--- src/rtl/tinyriscv_pkg.sv ---
// Shared core types: register-file bus widths, the write-back request record
// and the write-back arbitration mode.
package tinyriscv_pkg;

   localparam int unsigned RegAddrBus = 5;   // register address width
   localparam int unsigned RegBus     = 32;  // register data width

   typedef struct packed {
      logic [RegAddrBus-1:0] waddr;
      logic [RegBus-1:0]     wdata;
   } wb_req_t;

   typedef enum logic {
      WB_ARB_FIXED = 1'b0,
      WB_ARB_RR    = 1'b1
   } wb_arb_mode_e;

endpackage

--- src/rtl/wb_fifo.sv ---
// Small circular FIFO of write-back requests, one per write-back channel.
// Ports:
//   clk_i, rst_i     clock, asynchronous active-high reset
//   flush_i          synchronous clear; overrides push and pop
//   push_i, data_i   enqueue request (ignored when full)
//   pop_i, data_o    dequeue request / current head (ignored when empty)
//   full_o, empty_o  occupancy flags
//   entries_o        raw storage array, for pending-write address matching
//   entry_valid_o    per-slot occupancy, aligned with entries_o
module wb_fifo
   import tinyriscv_pkg::*;
#(
   parameter int unsigned Depth = 2
) (
   input  logic                  clk_i,
   input  logic                  rst_i,
   input  logic                  flush_i,
   input  logic                  push_i,
   input  wb_req_t               data_i,
   input  logic                  pop_i,
   output wb_req_t               data_o,
   output logic                  full_o,
   output logic                  empty_o,
   output wb_req_t [Depth-1:0]   entries_o,
   output logic    [Depth-1:0]   entry_valid_o
);

   localparam int unsigned PtrW = (Depth > 1) ? $clog2(Depth) : 1;
   localparam int unsigned CntW = $clog2(Depth + 1);

   logic [PtrW-1:0] wr_ptr_q, wr_ptr_d, rd_ptr_q, rd_ptr_d;
   logic [CntW-1:0] cnt_q, cnt_d;
   wb_req_t [Depth-1:0] mem_q;
   logic do_push, do_pop;

   assign full_o    = (cnt_q == CntW'(Depth));
   assign empty_o   = (cnt_q == '0);
   assign do_push   = push_i && !full_o && !flush_i;
   assign do_pop    = pop_i && !empty_o && !flush_i;
   assign data_o    = mem_q[rd_ptr_q];
   assign entries_o = mem_q;

   // Depth need not be a power of two, so wrap explicitly.
   function automatic logic [PtrW-1:0] ptr_inc(input logic [PtrW-1:0] p);
      return (p == PtrW'(Depth - 1)) ? '0 : p + 1'b1;
   endfunction

   always_comb begin
      wr_ptr_d = wr_ptr_q;
      rd_ptr_d = rd_ptr_q;
      cnt_d    = cnt_q;
      if (flush_i) begin
         wr_ptr_d = '0;
         rd_ptr_d = '0;
         cnt_d    = '0;
      end else begin
         if (do_push) wr_ptr_d = ptr_inc(wr_ptr_q);
         if (do_pop)  rd_ptr_d = ptr_inc(rd_ptr_q);
         if (do_push && !do_pop)      cnt_d = cnt_q + 1'b1;
         else if (do_pop && !do_push) cnt_d = cnt_q - 1'b1;
      end
   end

   always_ff @(posedge clk_i or posedge rst_i) begin
      if (rst_i) begin
         wr_ptr_q <= '0;
         rd_ptr_q <= '0;
         cnt_q    <= '0;
      end else begin
         wr_ptr_q <= wr_ptr_d;
         rd_ptr_q <= rd_ptr_d;
         cnt_q    <= cnt_d;
      end
   end

   // Storage needs no reset: occupancy is tracked by the pointers and count.
   always_ff @(posedge clk_i) begin
      if (do_push) mem_q[wr_ptr_q] <= data_i;
   end

   // A slot is live when its distance from the read pointer is below the count.
   always_comb begin
      entry_valid_o = '0;
      for (int k = 0; k < int'(Depth); k++) begin
         entry_valid_o[k] =
            (((32'(k) + Depth - 32'(rd_ptr_q)) % Depth) < 32'(cnt_q));
      end
   end

endmodule

--- src/rtl/wb_arb_stage.sv ---
// Multi-source write-back stage: NUM_CH result channels, each buffered by a
// wb_fifo, are arbitrated onto one registered register-file write port.
// Ports:
//   clk_i, rst_i                clock, asynchronous active-high reset
//   flush_i                     drop all queued and output writes
//   ch_valid_i/ch_ready_o       per-channel request handshake
//   ch_waddr_i/ch_wdata_i       per-channel destination register and data
//   query_raddr_i               register to check for in-flight writes
//   query_pending_o             a write to query_raddr_i is still in flight
//   reg_waddr_o/wdata_o/wen_o   registered register-file write port
//   idle_o                      all FIFOs empty and no write on the port
module wb_arb_stage
   import tinyriscv_pkg::*;
#(
   parameter int unsigned NUM_CH     = 2,
   parameter int unsigned FIFO_DEPTH = 2,
   parameter int unsigned ARB_MODE   = 0
) (
   input  logic                                clk_i,
   input  logic                                rst_i,
   input  logic                                flush_i,
   input  logic [NUM_CH-1:0]                   ch_valid_i,
   output logic [NUM_CH-1:0]                   ch_ready_o,
   input  logic [NUM_CH-1:0][RegAddrBus-1:0]   ch_waddr_i,
   input  logic [NUM_CH-1:0][RegBus-1:0]       ch_wdata_i,
   input  logic [RegAddrBus-1:0]               query_raddr_i,
   output logic                                query_pending_o,
   output logic [RegAddrBus-1:0]               reg_waddr_o,
   output logic [RegBus-1:0]                   reg_wdata_o,
   output logic                                reg_wen_o,
   output logic                                idle_o
);

   localparam int unsigned IdxW = (NUM_CH > 1) ? $clog2(NUM_CH) : 1;
   localparam wb_arb_mode_e Mode = (ARB_MODE == 1) ? WB_ARB_RR : WB_ARB_FIXED;

   wb_req_t                    fifo_head [NUM_CH];
   wb_req_t [FIFO_DEPTH-1:0]   fifo_ent  [NUM_CH];
   logic    [FIFO_DEPTH-1:0]   fifo_vld  [NUM_CH];
   logic [NUM_CH-1:0]          fifo_full, fifo_empty, fifo_push, grant_oh;

   logic            grant_vld;
   logic [IdxW-1:0] grant_idx;
   wb_req_t         win_req;
   logic [IdxW-1:0] rr_ptr_q, rr_ptr_d;
   wb_req_t         out_q, out_d;
   logic            wen_q, wen_d;
   logic            query_hit;

   for (genvar i = 0; i < int'(NUM_CH); i++) begin : g_ch
      wb_req_t push_req;
      assign push_req      = '{waddr: ch_waddr_i[i], wdata: ch_wdata_i[i]};
      assign ch_ready_o[i] = !fifo_full[i] && !flush_i;
      // x0 writes complete the handshake but are discarded here.
      assign fifo_push[i]  = ch_valid_i[i] && ch_ready_o[i] && (ch_waddr_i[i] != '0);

      wb_fifo #(
         .Depth (FIFO_DEPTH)
      ) u_fifo (
         .clk_i         (clk_i),
         .rst_i         (rst_i),
         .flush_i       (flush_i),
         .push_i        (fifo_push[i]),
         .data_i        (push_req),
         .pop_i         (grant_oh[i]),
         .data_o        (fifo_head[i]),
         .full_o        (fifo_full[i]),
         .empty_o       (fifo_empty[i]),
         .entries_o     (fifo_ent[i]),
         .entry_valid_o (fifo_vld[i])
      );
   end

   // Round-robin: first candidate at or above the pointer, else wrap to the
   // lowest candidate. Fixed priority is just the wrap search alone.
   always_comb begin
      grant_vld = 1'b0;
      grant_idx = '0;
      grant_oh  = '0;
      win_req   = '0;
      if (Mode == WB_ARB_RR) begin
         for (int c = 0; c < int'(NUM_CH); c++) begin
            if (!grant_vld && !fifo_empty[c] && (c >= int'(rr_ptr_q))) begin
               grant_vld = 1'b1;
               grant_idx = IdxW'(c);
            end
         end
      end
      for (int c = 0; c < int'(NUM_CH); c++) begin
         if (!grant_vld && !fifo_empty[c]) begin
            grant_vld = 1'b1;
            grant_idx = IdxW'(c);
         end
      end
      for (int c = 0; c < int'(NUM_CH); c++) begin
         if (grant_vld && (grant_idx == IdxW'(c))) begin
            grant_oh[c] = 1'b1;
            win_req     = fifo_head[c];
         end
      end
   end

   always_comb begin
      rr_ptr_d = rr_ptr_q;
      out_d    = out_q;
      wen_d    = 1'b0;
      if (!flush_i && grant_vld) begin
         rr_ptr_d = (grant_idx == IdxW'(NUM_CH - 1)) ? '0 : grant_idx + 1'b1;
         out_d    = win_req;
         wen_d    = 1'b1;
      end
   end

   always_ff @(posedge clk_i or posedge rst_i) begin
      if (rst_i) begin
         rr_ptr_q <= '0;
         out_q    <= '0;
         wen_q    <= 1'b0;
      end else begin
         rr_ptr_q <= rr_ptr_d;
         out_q    <= out_d;
         wen_q    <= wen_d;
      end
   end

   always_comb begin
      query_hit = wen_q && (out_q.waddr == query_raddr_i);
      for (int c = 0; c < int'(NUM_CH); c++) begin
         for (int d = 0; d < int'(FIFO_DEPTH); d++) begin
            if (fifo_vld[c][d] && (fifo_ent[c][d].waddr == query_raddr_i)) query_hit = 1'b1;
         end
      end
   end

   assign query_pending_o = query_hit && (query_raddr_i != '0);
   assign reg_waddr_o     = out_q.waddr;
   assign reg_wdata_o     = out_q.wdata;
   assign reg_wen_o       = wen_q;
   assign idle_o          = (&fifo_empty) && !wen_q;

endmodule

--- config.mk ---
export PLATFORM = sky130hd
export DESIGN_NAME = wb_arb_stage
export DESIGN_NICKNAME = d
export VERILOG_FILES = /design/src/rtl/tinyriscv_pkg.sv /design/src/rtl/wb_fifo.sv /design/src/rtl/wb_arb_stage.sv
export SDC_FILE = /design/constraint.sdc
export NUM_CORES = 1
export LEC_CHECK = 0
export CORE_ASPECT_RATIO = 1.75
export CORE_MARGIN = 4
export CORE_UTILIZATION = 40
export DETAILED_ROUTE_END_ITERATION = 16
export PLACE_DENSITY = 0.62
export SETUP_SLACK_MARGIN = 0.05
export SYNTH_ARGS = -nofsm -noshare
export SYNTH_HDL_FRONTEND = slang
export SYNTH_SLANG_ARGS = --single-unit
--- constraint.sdc ---
create_clock -name clk_i -period 3.1 [get_ports clk_i]
set_clock_uncertainty 0.2 [all_clocks]
set_input_delay 0.62 -clock clk_i [delete_from_list [all_inputs] [get_ports clk_i]]
set_output_delay 0.62 -clock clk_i [all_outputs]
set_load 0.05 [all_outputs]
# After elaboration in Yosys (flattened, before gate mapping)
# Cells that the tools add are included.
# word_totals
output_inout_bits,42
reg_bits,194
input_bits,84
wordCells,140
# classes
addsub,12
reduce_logical,53
order_cmp,10
eq_ne,7
n_mux,40
bitwise_logic,1
# op_table
op,count
$mux W37,8
$bwmux W74,2
$demux W37 S1,2
$logic_and A1 B1 Y1,31
$eq A5 B5 Y1,5
$mux W1,22
$reduce_bool A5 Y1,3
$mux W2,6
$logic_not A1 Y1,10
$lt A1 B2 Y1,4
$lt A1 B2 Y1 const B,4
$reduce_bool A2 Y1,4
$reduce_bool A3 Y1,2
$add A1 B1 Y1 const B,4
$add A2 B1 Y2 const B,2
$eq A2 B2 Y1 const B,2
$logic_not A2 Y1,2
$sub A1 B1 Y1 const A,4
$sub A2 B1 Y2 const B,2
$ge A1 B1 Y1 const B,2
$reduce_and A2 Y1,1
$not A1 Y1,1

# Longest topological paths before layout
# Gate-level depths: netlist (run 1).
# logic_depth
word_depth,13
ltp_mapped,7

# By module
# A second synthesis (run 1) with hierarchy kept.
# unflattened
hier_cells,542
area_unflattened_um2,8082.8
# modules_own_cells
mod,seq_area_each_um2,cells_per_inst,area_per_inst_um2,instances
wb_fifo at g_ch[0].u_fifo,2322.2,147,2942.8,1
wb_fifo at g_ch[1].u_fifo,2322.2,144,2900.3,1
wb_arb_stage,950.9,251,2239.6,1

# Worst setup path after synthesis (run 1)
# No wires, ideal clock.
# synth_timing
kind,input to register
from,input flush_i
to,"register g_ch[1].u_fifo.mem_q, in the netlist g_ch[1].u_fifo.entries_o[0], enable pin"
required_ns,2.464
setup_ns,0.436
path_slack_ns,-1.033
arrival_time_ns,3.498
stages,3
cell_sequence,a21oi_1 o211a_4 nor2b_1
# synth_between
elab_chain_len,6
# synth_rtl
item,line,text
start: declaration,wb_arb_stage.sv:21,"input logic flush_i,"
$logic_not A1 Y1 *,"wb_fifo.sv:38, wb_arb_stage.sv:53",
$logic_and A1 B1 Y1,wb_arb_stage.sv:53,assign ch_ready_o[i] = !fifo_full[i] && !flush_i;
$logic_and A1 B1 Y1 (2 in series),wb_arb_stage.sv:55,assign fifo_push[i] = ch_valid_i[i] && ch_ready_o[i] && (ch_waddr_i[i] != '0);
$logic_and A1 B1 Y1,wb_fifo.sv:38,assign do_push = push_i && !full_o && !flush_i;
$logic_and A1 B1 Y1 *,wb_fifo.sv:38,
end signal: indexed assignment,wb_fifo.sv:78,if (do_push) mem_q[wr_ptr_q] <= data_i;
end: declaration,wb_fifo.sv:33,wb_req_t [Depth-1:0] mem_q;
# Mark *: on every way between the ends. The rest lies on a longest branch, timed or not.
# A chain may end at the register's enable or synchronous reset.

# Worst setup path in the final report (run 1)
# layout_timing
from,register g_ch[0].u_fifo.rd_ptr_q
to,output query_pending_o
# layout_between
elab_chain_len,8
# layout_rtl
item,line,text
start: declaration,wb_fifo.sv:31,"logic [PtrW-1:0] wr_ptr_q, wr_ptr_d, rd_ptr_q, rd_ptr_d;"
start signal: assignment,wb_fifo.sv:71,rd_ptr_q <= rd_ptr_d;
$sub A1 B1 Y1,wb_fifo.sv:86,(((32'(k) + Depth - 32'(rd_ptr_q)) % Depth) < 32'(cnt_q));
$lt A1 B2 Y1,wb_fifo.sv:86,
$logic_and A1 B1 Y1,wb_arb_stage.sv:130,if (fifo_vld[c][d] && (fifo_ent[c][d].waddr == query_raddr_i)) query_hit = 1'b1;
$mux W1,wb_arb_stage.sv:130,
$mux W1 * (3 in series),wb_arb_stage.sv:130,
$logic_and A1 B1 Y1 *,wb_arb_stage.sv:135,assign query_pending_o = query_hit && (query_raddr_i != '0);
end: declaration,wb_arb_stage.sv:27,"output logic query_pending_o,"
# Marks and branches as above.

==> results.yml, run 1 <==
grt:
  track_usage_pct: 17.1
  grt_overflow_total: 0
  grt_pass1_vias: 4962
  antenna_found_initial: 0
  grt_first_pass_wirelength_um: 27600
  grt_max_degree: 47
cts:
  cts_tree: "done"
  cts_sinks: 194
  cts.reportedPaths.clkPinSlew_ns: 0.07
  ctsHtreeMaxLevel: 4
  cts_made_buffers: 17
  worstSkewPairLatency_ns: 0.43
  clock_path_buffers: 2
  cts_root_buf: "clkbuf_16"
pwr:
  pwr-share-seq_pct: 49.7
  comb_power_share_pct: 18.3
  power.density_mw_per_mm2: 633
  switching_share_pct: 28.5
  pwr-share-clk_pct: 32.0
  p_switching_mw: 1.78
  irDropWorstVdd_v: 0.000296
  p_int_mw: 4.47
  total_power_mw: 6.25
  power_leakage_nw: 3.40
critical_path:
  worstSetupStartpointType: "flop"
  critPathKind: "reg -> out"
  end_kind: "primary output"
  required_ns: 2.28
  worstPathArrival_ns: 2.04
  cp_max_fo: 13
  setup.worst_path.start: "g_ch[0].u_fifo.rd_ptr_q"
  worst_r2r_startpoint: "g_ch[0].u_fifo.cnt_q[0]"
route:
  drt_iter0_markers: 234
  drc_errors: 0
  wire_per_inst_um: 20.6
  dr_total_vias: 4544
  vias_per_cell: 5.17
  first_pass_iters: 4
  wl_um: 18100
  drtAntennaViolNets: 0
sta:
  maxSlewViolCount: 0
  layout_min_cycle_time_ns: 2.86
  layout_worst_path_cycle_share_pct: 92.2
  whs_ns: 0.280
  clock.fmax_ghz: 0.350
  tightest_slew_ns: 1.18
  hold_violations: 0
  setup_viol: 0
  max_slew_margin_pct: 21.4
  setup_ws_ns: 0.240
  rsz0062_at_grt: "no"
yosys:
  ys_seq_area_share_pct: 72.4
  syn_inst: 498
  synth_cell_type_count: 35
  yosysTopAreaCell: "edfxtp_1"
  ys_ff_latch: 194
  synth_top_area_share_pct: 57.5
  syn-cell-area_mm2: 0.00773
  synth_nets: 582
  netlist_top_cells_area: "edfxtp_1, dfrtp_1, mux2i_1"
  yosys_warnings: 0
  syn_area_per_cell_um2: 15.5
run_status:
  status: "completed"
place:
  dp_slack_ns: -0.141
  place.gp.congestion: 0.847
  io_buffers: 125
  place_hpwl_um: 12200
floorplan:
  start_util_pct: 40.4
  ios: 126
  die_area_mm2: 0.0217
  rows: 67
  fp.dieW_um: 113
  die_h_um: 192
  core_area_mm2: 0.0191
final_layout:
  drive_gt1_share_pct: 10.0
  nets: 708
  synthToLayoutAreaGrowth_pct: 27.9
hold_path:
  hp-class: "reg -> reg"
  hold_start: "reg_wdata_o[15]"
job:
  cap_violations: 0
-- cell usage after synthesis (all sizes together) --
library cell / n
nand2: 38
nor2b: 3
a21o: 1
inv: 5
o2111ai: 1
a21oi: 8
dfrtp: 46
nand4: 2
or4: 3
nor2: 12
nor4: 4
mux2i: 74
nand2b: 2
and2: 1
and3: 1
a31oi: 1
and4: 1
clkbuf: 16
xor2: 13
o22a: 37
a311oi: 1
a21boi: 1
o21ai: 39
buf: 18
nor3: 3
xnor2: 17
o211a: 1
or2: 1
edfxtp: 148
-- repair_timing --
action,4_1_cts,5_1_grt
hold buffers,0,0
setup endpoints to repair,2,1
resized for setup,4,3
pin swaps,0,0
buffers inserted,0,0
-- layer usage --
metal	up-vias	wire length [um]	track usage, %
met5	-	0	0
met4	0	225	5.97
met3	16	615	3.22
met2	102	10600	33.4
met1	2308	6720	18.0
li1	2118	-	-
-- kinds of logic (layout without fill, tap and decap cells) --
logic type	Yosys count	in the layout	synth area share, %
other	0	1	0
xor gates and xnor gates	30	30	3.40
AOI/OAI and AO/OA	90	90	7.96
and+or+nand+nor	71	71	4.47
muxes	74	74	9.58
DFF	194	194	72.4
buffers and inverters	39	178	2.20
-- layout make-up --
cell class,instances,area (um2)
Multi-Input combinational cell,265,2000
Sequential cell,194,5600
Timing Repair Buffer,141,1420
Antenna cell,1,2.50
Fill cell,1646,9230
Inverter,5,18.8
Clock inverter,13,101
Clock buffer,19,433
Tap cell,241,302
-- worst max-delay path, stage by stage, from the launching register on --
cell     delay [ns]
dfrtp_2        0.60
a21oi_1        0.16
nor4_1         0.30
a31oi_1        0.12
a21oi_1        0.26
buf_12         0.18
-- power groups by stage --
stage          Sequential, mW  Combinational (mW)  Clock (mW)
2_1_floorplan            3.49               0.339           0
3_5_place_dp             3.16                1.16           0
4_1_cts                  3.11                1.16        2.05
5_1_grt                  3.12                1.22        2.16
3_3_place_gp             3.16                1.15           0
6_report                 3.11                1.14        2.00
-- placed cells by master, fill, tap and decap left out, types with 3 or more instances in the layout --
cell	n
clkbuf_16	17
nor4_1	3
inv_6	7
edfxtp_1	148
clkdlybuf4s50_1	115
xor2_1	13
buf_4	14
buf_12	5
dfrtp_1	44
nor2_4	3
o22a_1	37
a21oi_1	8
nand2_1	38
nor3_1	3
xnor2_1	17
nor2_1	9
mux2i_1	74
inv_1	4
o21ai_0	36
dlygate4sd2_1	4
clkinvlp_4	4
-- state kept, by name (all words and copies together) (netlist names) --
| register | cells |
|---|---|
| g_ch.u_fifo.wr_ptr_q | 2 |
| g_ch.u_fifo.rd_ptr_q | 2 |
| g_ch.u_fifo.cnt_q | 4 |
| reg_wdata_o | 32 |
| g_ch.u_fifo.entries_o | 148 |
| reg_wen_o | 1 |
| reg_waddr_o | 5 |
-- metrics by stage --
stage / cell area (um2) / setup TNS (ns) / util (%) / std cells
floorplan: 7740 / -23.24 / - / 498
finish: 9880 / 0 / 51.7 / 879
global placement: 9340 / -1.82 / 48.9 / 846
global route: 9880 / 0 / 51.7 / 878
CTS: 9870 / 0 / 51.7 / 878
detailed placement: 9340 / -8.25 / 48.9 / 846
-- worst paths after layout --
path,end,slack (ns),depth (start not counted)
hold / removal,reg_wdata_o[15],0.28,2
hold reg to reg,reg_wdata_o[15],0.28,2
setup reg to reg,g_ch[0].u_fifo.entries_o[4],0.53,4
setup / recovery,query_pending_o,0.24,5
max in group asynchronous,reg_wdata_o[12],1.81,3
min in group asynchronous,reg_wdata_o[25],0.33,2
No activity file was read; power rests on OpenSTA's default activity.
==> run 2, diff against run 1 <==
CTS_CLUSTER_DIAMETER = 30   (was unset)
PLACE_DENSITY = 0.74   (was 0.62)
==> run 2 against run 1 <==
Net effect: final cell count fell by 0.11%; design area about the same; setup slack got worse by 0.097 ns; wire length down 2.4%; non-clock buffer count did not move; hold slack better by 0.0060 ns; fmax decreased by 3.3%; largest power group unchanged; sequential power hardly changed; register-to-register slack worse by 0.02 ns; critical path depth decreased by 2; first-iteration DRC count up 3.4%.
==> results.yml, run 2 (synthesized netlist as in run 1, its figures left out) <==
floorplan:
  ios: 126
  die_area_mm2: 0.0217
  die_h_um: 192
  core_area_mm2: 0.0191
  start_util_pct: 40.4
  rows: 67
  fp.dieW_um: 113
pwr:
  comb_power_share_pct: 18.4
  p_int_mw: 4.47
  pwr-share-clk_pct: 32.2
  switching_share_pct: 28.6
  power.density_mw_per_mm2: 634
  irDropWorstVdd_v: 0.000333
  p_switching_mw: 1.79
  pwr-share-seq_pct: 49.3
  power_leakage_nw: 3.41
cts:
  clock_path_buffers: 2
  worstSkewPairLatency_ns: 0.43
  ctsHtreeMaxLevel: 4
  cts_made_buffers: 17
  cts_tree: "done"
  cts.reportedPaths.clkPinSlew_ns: 0.07
  cts_sinks: 194
  cts_setup_buffers: 0
  cts_root_buf: "clkbuf_16"
route:
  wire_per_inst_um: 20.1
  wl_um: 17700
  drt_iter0_markers: 242
  first_pass_iters: 4
  dr_total_vias: 4575
  drtAntennaViolNets: 0
  drc_errors: 0
  vias_per_cell: 5.21
sta:
  clock.fmax_ghz: 0.338
  hold_violations: 0
  layout_min_cycle_time_ns: 2.96
  rsz0062_at_grt: "no"
  maxSlewViolCount: 0
  layout_worst_path_cycle_share_pct: 95.4
  tightest_slew_ns: 1.20
  max_slew_margin_pct: 19.7
  setup_ws_ns: 0.143
  setup_viol: 0
grt:
  grt_overflow_total: 0
  track_usage_pct: 16.7
  antenna_found_initial: 1
  grt_first_pass_wirelength_um: 27200
  grt_max_degree: 48
  grt_pass1_vias: 5010
final_layout:
  fillers: 1577
  synthToLayoutAreaGrowth_pct: 27.8
  largest_reg_flops: 148
  drive_gt1_share_pct: 10.2
  final_common_cell: "edfxtp_1"
  nets: 708
  mostFrequentLayoutCells: "edfxtp_1, clkdlybuf4s50_1, mux2i_1"
  finalCoreUtilization_pct: 51.7
critical_path:
  end_kind: "primary output"
  critPathKind: "reg -> out"
  worstSetupStartpointType: "flop"
  required_ns: 2.28
  cp_max_fo: 6
  worstPathArrival_ns: 2.14
place:
  io_buffers: 125
  place_hpwl_um: 12400
  place.gp.congestion: 0.907
  dp_slack_ns: 0.0342
job:
  cap_violations: 0
run_status:
  status: "completed"
hold_path:
  hp-class: "reg -> reg"
==> run 2: changes by cell type in the layout (fill, tap and decap cells not counted), sizes merged <==
cell / before / now
inv: 12 / 14
clkinvlp: 4 / 3
dlygate4sd2: 4 / 3
clkbuf: 19 / 17
dlygate4sd1: 0 / 1
==> run 2: per-stage QoR <==
stage | hold WS, ns | cell area (um2) | TNS, ns | power, mW | cells
floorplan | 0.342 | 7740 | -23.24 | 3.83 | 498
global placement | 0.267 | 9330 | 0 | 4.28 | 846
detailed placement | 0.274 | 9330 | 0 | 4.31 | 846
CTS | 0.288 | 9870 | 0 | 6.31 | 877
global route | 0.314 | 9880 | 0 | 6.50 | 878
finish | 0.286 | 9880 | 0 | 6.27 | 878
==> run 2: layer usage <==
metal	vias up	routed length [um]	track usage [%]
met3	29	634	3.31
met5	-	0	0
li1	2117	-	-
met2	111	10200	31.8
met1	2318	6380	17.6
met4	0	493	7.22
==> run 2: cell type report <==
cell class / count / area [um2] / share of cell area [%]
inverter: 5 / 18.8 / 0.190
clock inverter: 14 / 120 / 1.22
timing repair buffer: 141 / 1410 / 14.3
tap: 241 / 302 / 3.05
antenna: 1 / 2.50 / 0.0253
multi-input combinational: 265 / 2000 / 20.3
sequential: 194 / 5600 / 56.7
clock buffer: 17 / 425 / 4.31
==> run 2: critical path, stage by stage, from the launching register on <==
cell and delay [ns]:
dfrtp_1 0.45, or2_2 0.37, nor4_1 0.32, dlygate4sd1_1 0.56
==> run 2: repair_timing <==
action | 4_1_cts | 5_1_grt
gates resized for setup | 4 | 4
hold buffers | 0 | 0
setup endpoints to repair | 2 | 2
endpoints found under the hold margin | 0 | 0
==> run 2: power by group through the flow <==
stage               logic [mW]  registers [mW]  clock network, mW
finish                    1.16            3.09               2.02
global route              1.22            3.11               2.17
CTS                       1.17            3.09               2.05
detailed placement        1.17            3.15                  0
global placement          1.15            3.14                  0
floorplan                0.339            3.49                  0
==> run 2: final timing paths <==
kind                                          from                          end  depth (start not counted)  slack, ns
max                        g_ch[0].u_fifo.cnt_q[1]                       idle_o                          3       0.14
min                                reg_wdata_o[27]              reg_wdata_o[27]                          2       0.29
max reg2reg                g_ch[1].u_fifo.cnt_q[1]  g_ch[1].u_fifo.entries_o[3]                          3       0.51
min reg2reg                        reg_wdata_o[27]              reg_wdata_o[27]                          2       0.29
max in group asynchronous                    rst_i               reg_wdata_o[3]                          3       1.75
min in group asynchronous                    rst_i              reg_wdata_o[30]                          2       0.37
==> run 3, diff against run 2 <==
CORE_MARGIN = 10   (was 4)
==> run 3 against run 2 <==
Net effect: fmax up 0.93%; design area up 0.23%; clock power about the same; die area up 18%; non-clock buffer count up 5; via count up 1.7%; setup slack better by 0.027 ns; register-to-register slack worse by 0.16 ns; wire length up 6.5%; sequential cell count unchanged; largest cell class unchanged.
==> results.yml, run 3 (synthesized netlist as in run 1, its figures left out) <==
final_layout:
  fillers: 1560
  instances_no_fill: 883
  synthToLayoutAreaGrowth_pct: 28.1
  drive_gt1_share_pct: 10.9
  nets: 713
  mostFrequentLayoutCells: "edfxtp_1, clkdlybuf4s50_1, mux2i_1"
  largest_reg_flops: 148
  final_common_cell: "edfxtp_1"
  finalCoreUtilization_pct: 51.8
  antenna_cells: 0
grt:
  grt_overflow_total: 0
  grt_max_degree: 38
  grt_pass1_vias: 5249
  antenna_found_initial: 0
  grt_first_pass_wirelength_um: 28900
  track_usage_pct: 14.7
route:
  drt_iter0_markers: 263
  wire_per_inst_um: 21.3
  dr_total_vias: 4651
  vias_per_cell: 5.27
  m1WireLength_um: 6650
  first_pass_iters: 4
  wl_met2_um: 10800
  drc_errors: 0
  drtAntennaViolNets: 0
  routed.top_layer: "met4"
  wl_um: 18800
  wl_met3_um: 837
critical_path:
  worstRegToRegCells: 4
  cp_max_fo: 6
  setup.worst_path.start: "g_ch[0].u_fifo.cnt_q[1]"
  reg2reg_to: "g_ch[1].u_fifo.entries_o[24]"
  max_stage_delay_ns: 0.58
  path_cells: "or2_2 > nor4_1 > dlygate4sd2_1"
  r2r_slack_ns: 0.35
  worst_r2r_startpoint: "g_ch[1].u_fifo.cnt_q[0]"
  required_ns: 2.28
  critPathKind: "reg -> out"
  setup.worst_path.end: "idle_o"
  cp_slowest_cell: "dlygate4sd2_1"
  worstSetupStartpointType: "flop"
  end_kind: "primary output"
  worstPathArrival_ns: 2.11
sta:
  max_slew_margin_pct: 14.9
  rsz0062_at_grt: "no"
  hold_violations: 0
  maxSlewViolCount: 0
  tightest_slew_ns: 1.27
  layout_min_cycle_time_ns: 2.93
  clock.fmax_ghz: 0.341
  setup_viol: 0
  layout_worst_path_cycle_share_pct: 94.5
floorplan:
  die_area_mm2: 0.0255
  fp.dieW_um: 125
  ios: 126
  rows: 67
  start_util_pct: 40.4
  core_area_mm2: 0.0191
  die_h_um: 204
place:
  io_buffers: 125
  place_inst: 851
  place.gp.congestion: 0.877
  place_hpwl_um: 13400
cts:
  cts_setup_buffers: 0
  ctsHtreeMaxLevel: 4
  cts_made_buffers: 17
  worstSkewPairLatency_ns: 0.42
  cts_root_buf: "clkbuf_16"
  clock_path_buffers: 2
  cts_tree: "done"
  holdBufCountCts: 0
  cts.reportedPaths.clkPinSlew_ns: 0.07
  cts_sinks: 194
run_status:
  status: "completed"
hold_path:
  hp-class: "reg -> reg"
  holdPathStages: 2
job:
  cap_violations: 0
pwr:
  power.density_mw_per_mm2: 635
  irDropWorstVdd_v: 0.000323
  power_leakage_nw: 3.42
run 3: cell types whose count changed in the layout (fill, tap and decap cells not counted), sizes merged:
| cell | delta |
|---|---|
| buf | +5 |
| clkbuf | +1 |
| clkinv | +1 |
| clkinvlp | -2 |
| diode | -1 |
| dlygate4sd1 | -1 |
| dlygate4sd2 | +3 |
| dlymetal6s2s | -2 |
| inv | +1 |
run 3: worst min path at each step:
stage	slack [ns]	to	from
6_report	0.28	reg_wdata_o[19]	reg_wdata_o[19]
5_1_grt	0.30	reg_wdata_o[14]	rst_i
4_1_cts	0.27	reg_wdata_o[14]	rst_i
3_5_place_dp	0.27	reg_wdata_o[17]	reg_wdata_o[17]
3_3_place_gp	0.27	reg_wdata_o[6]	reg_wdata_o[6]
2_1_floorplan	0.34	g_ch[0].u_fifo.cnt_q[1]	g_ch[0].u_fifo.cnt_q[1]
run 3: repair_timing:
action                                  in CTS  in global routing
gates resized for setup                      6                  2
endpoints found under the setup margin       2                  1
pin swaps                                    0                  0
cloned                                       0                  0
run 3: worst max-delay path, delay by kind of cell (launching register included):
| kind | cells | cell delay (ns) |
|---|---|---|
| simple gates | 2 | 0.64 |
| buf+inv | 1 | 0.58 |
| flops | 1 | 0.46 |
run 3: per-stage QoR:
stage	setup slack (ns)	hold WS, ns	total power [mW]	area (um2)	setup TNS, ns
after floorplan	-0.314	0.342	3.83	7740	-23.24
after global placement	0.0255	0.272	4.30	9360	0
after detailed placement	-0.0933	0.275	4.33	9360	-6.29
after CTS	0.158	0.274	6.36	9890	0
after global routing	0.0574	0.301	6.55	9900	0
final	0.171	0.282	6.29	9900	0
run 3: metal layers:
metal	GRT usage, %	vias up
li1	-	2132
met1	14.0	2349
met2	28.3	129
met3	3.56	41
met4	6.94	0
met5	0	-
run 3: layout make-up:
class                      instances  area (um2)  share of cell area, %
clock buffer                      18         429                   4.33
inverter                           5        18.8                  0.190
multi-input combinational        265        2010                   20.3
timing repair buffer             146        1430                   14.4
tap                              241         302                   3.05
sequential                       194        5600                   56.5
clock inverter                    14         114                   1.15
run 3: power breakdown:
group,leakage [nW],total (mW),switching [mW],internal (mW)
Sequential,1.93,3.10,0.102,2.99
Clock,0.265,2.03,0.977,1.05
Combinational,1.22,1.17,0.733,0.436
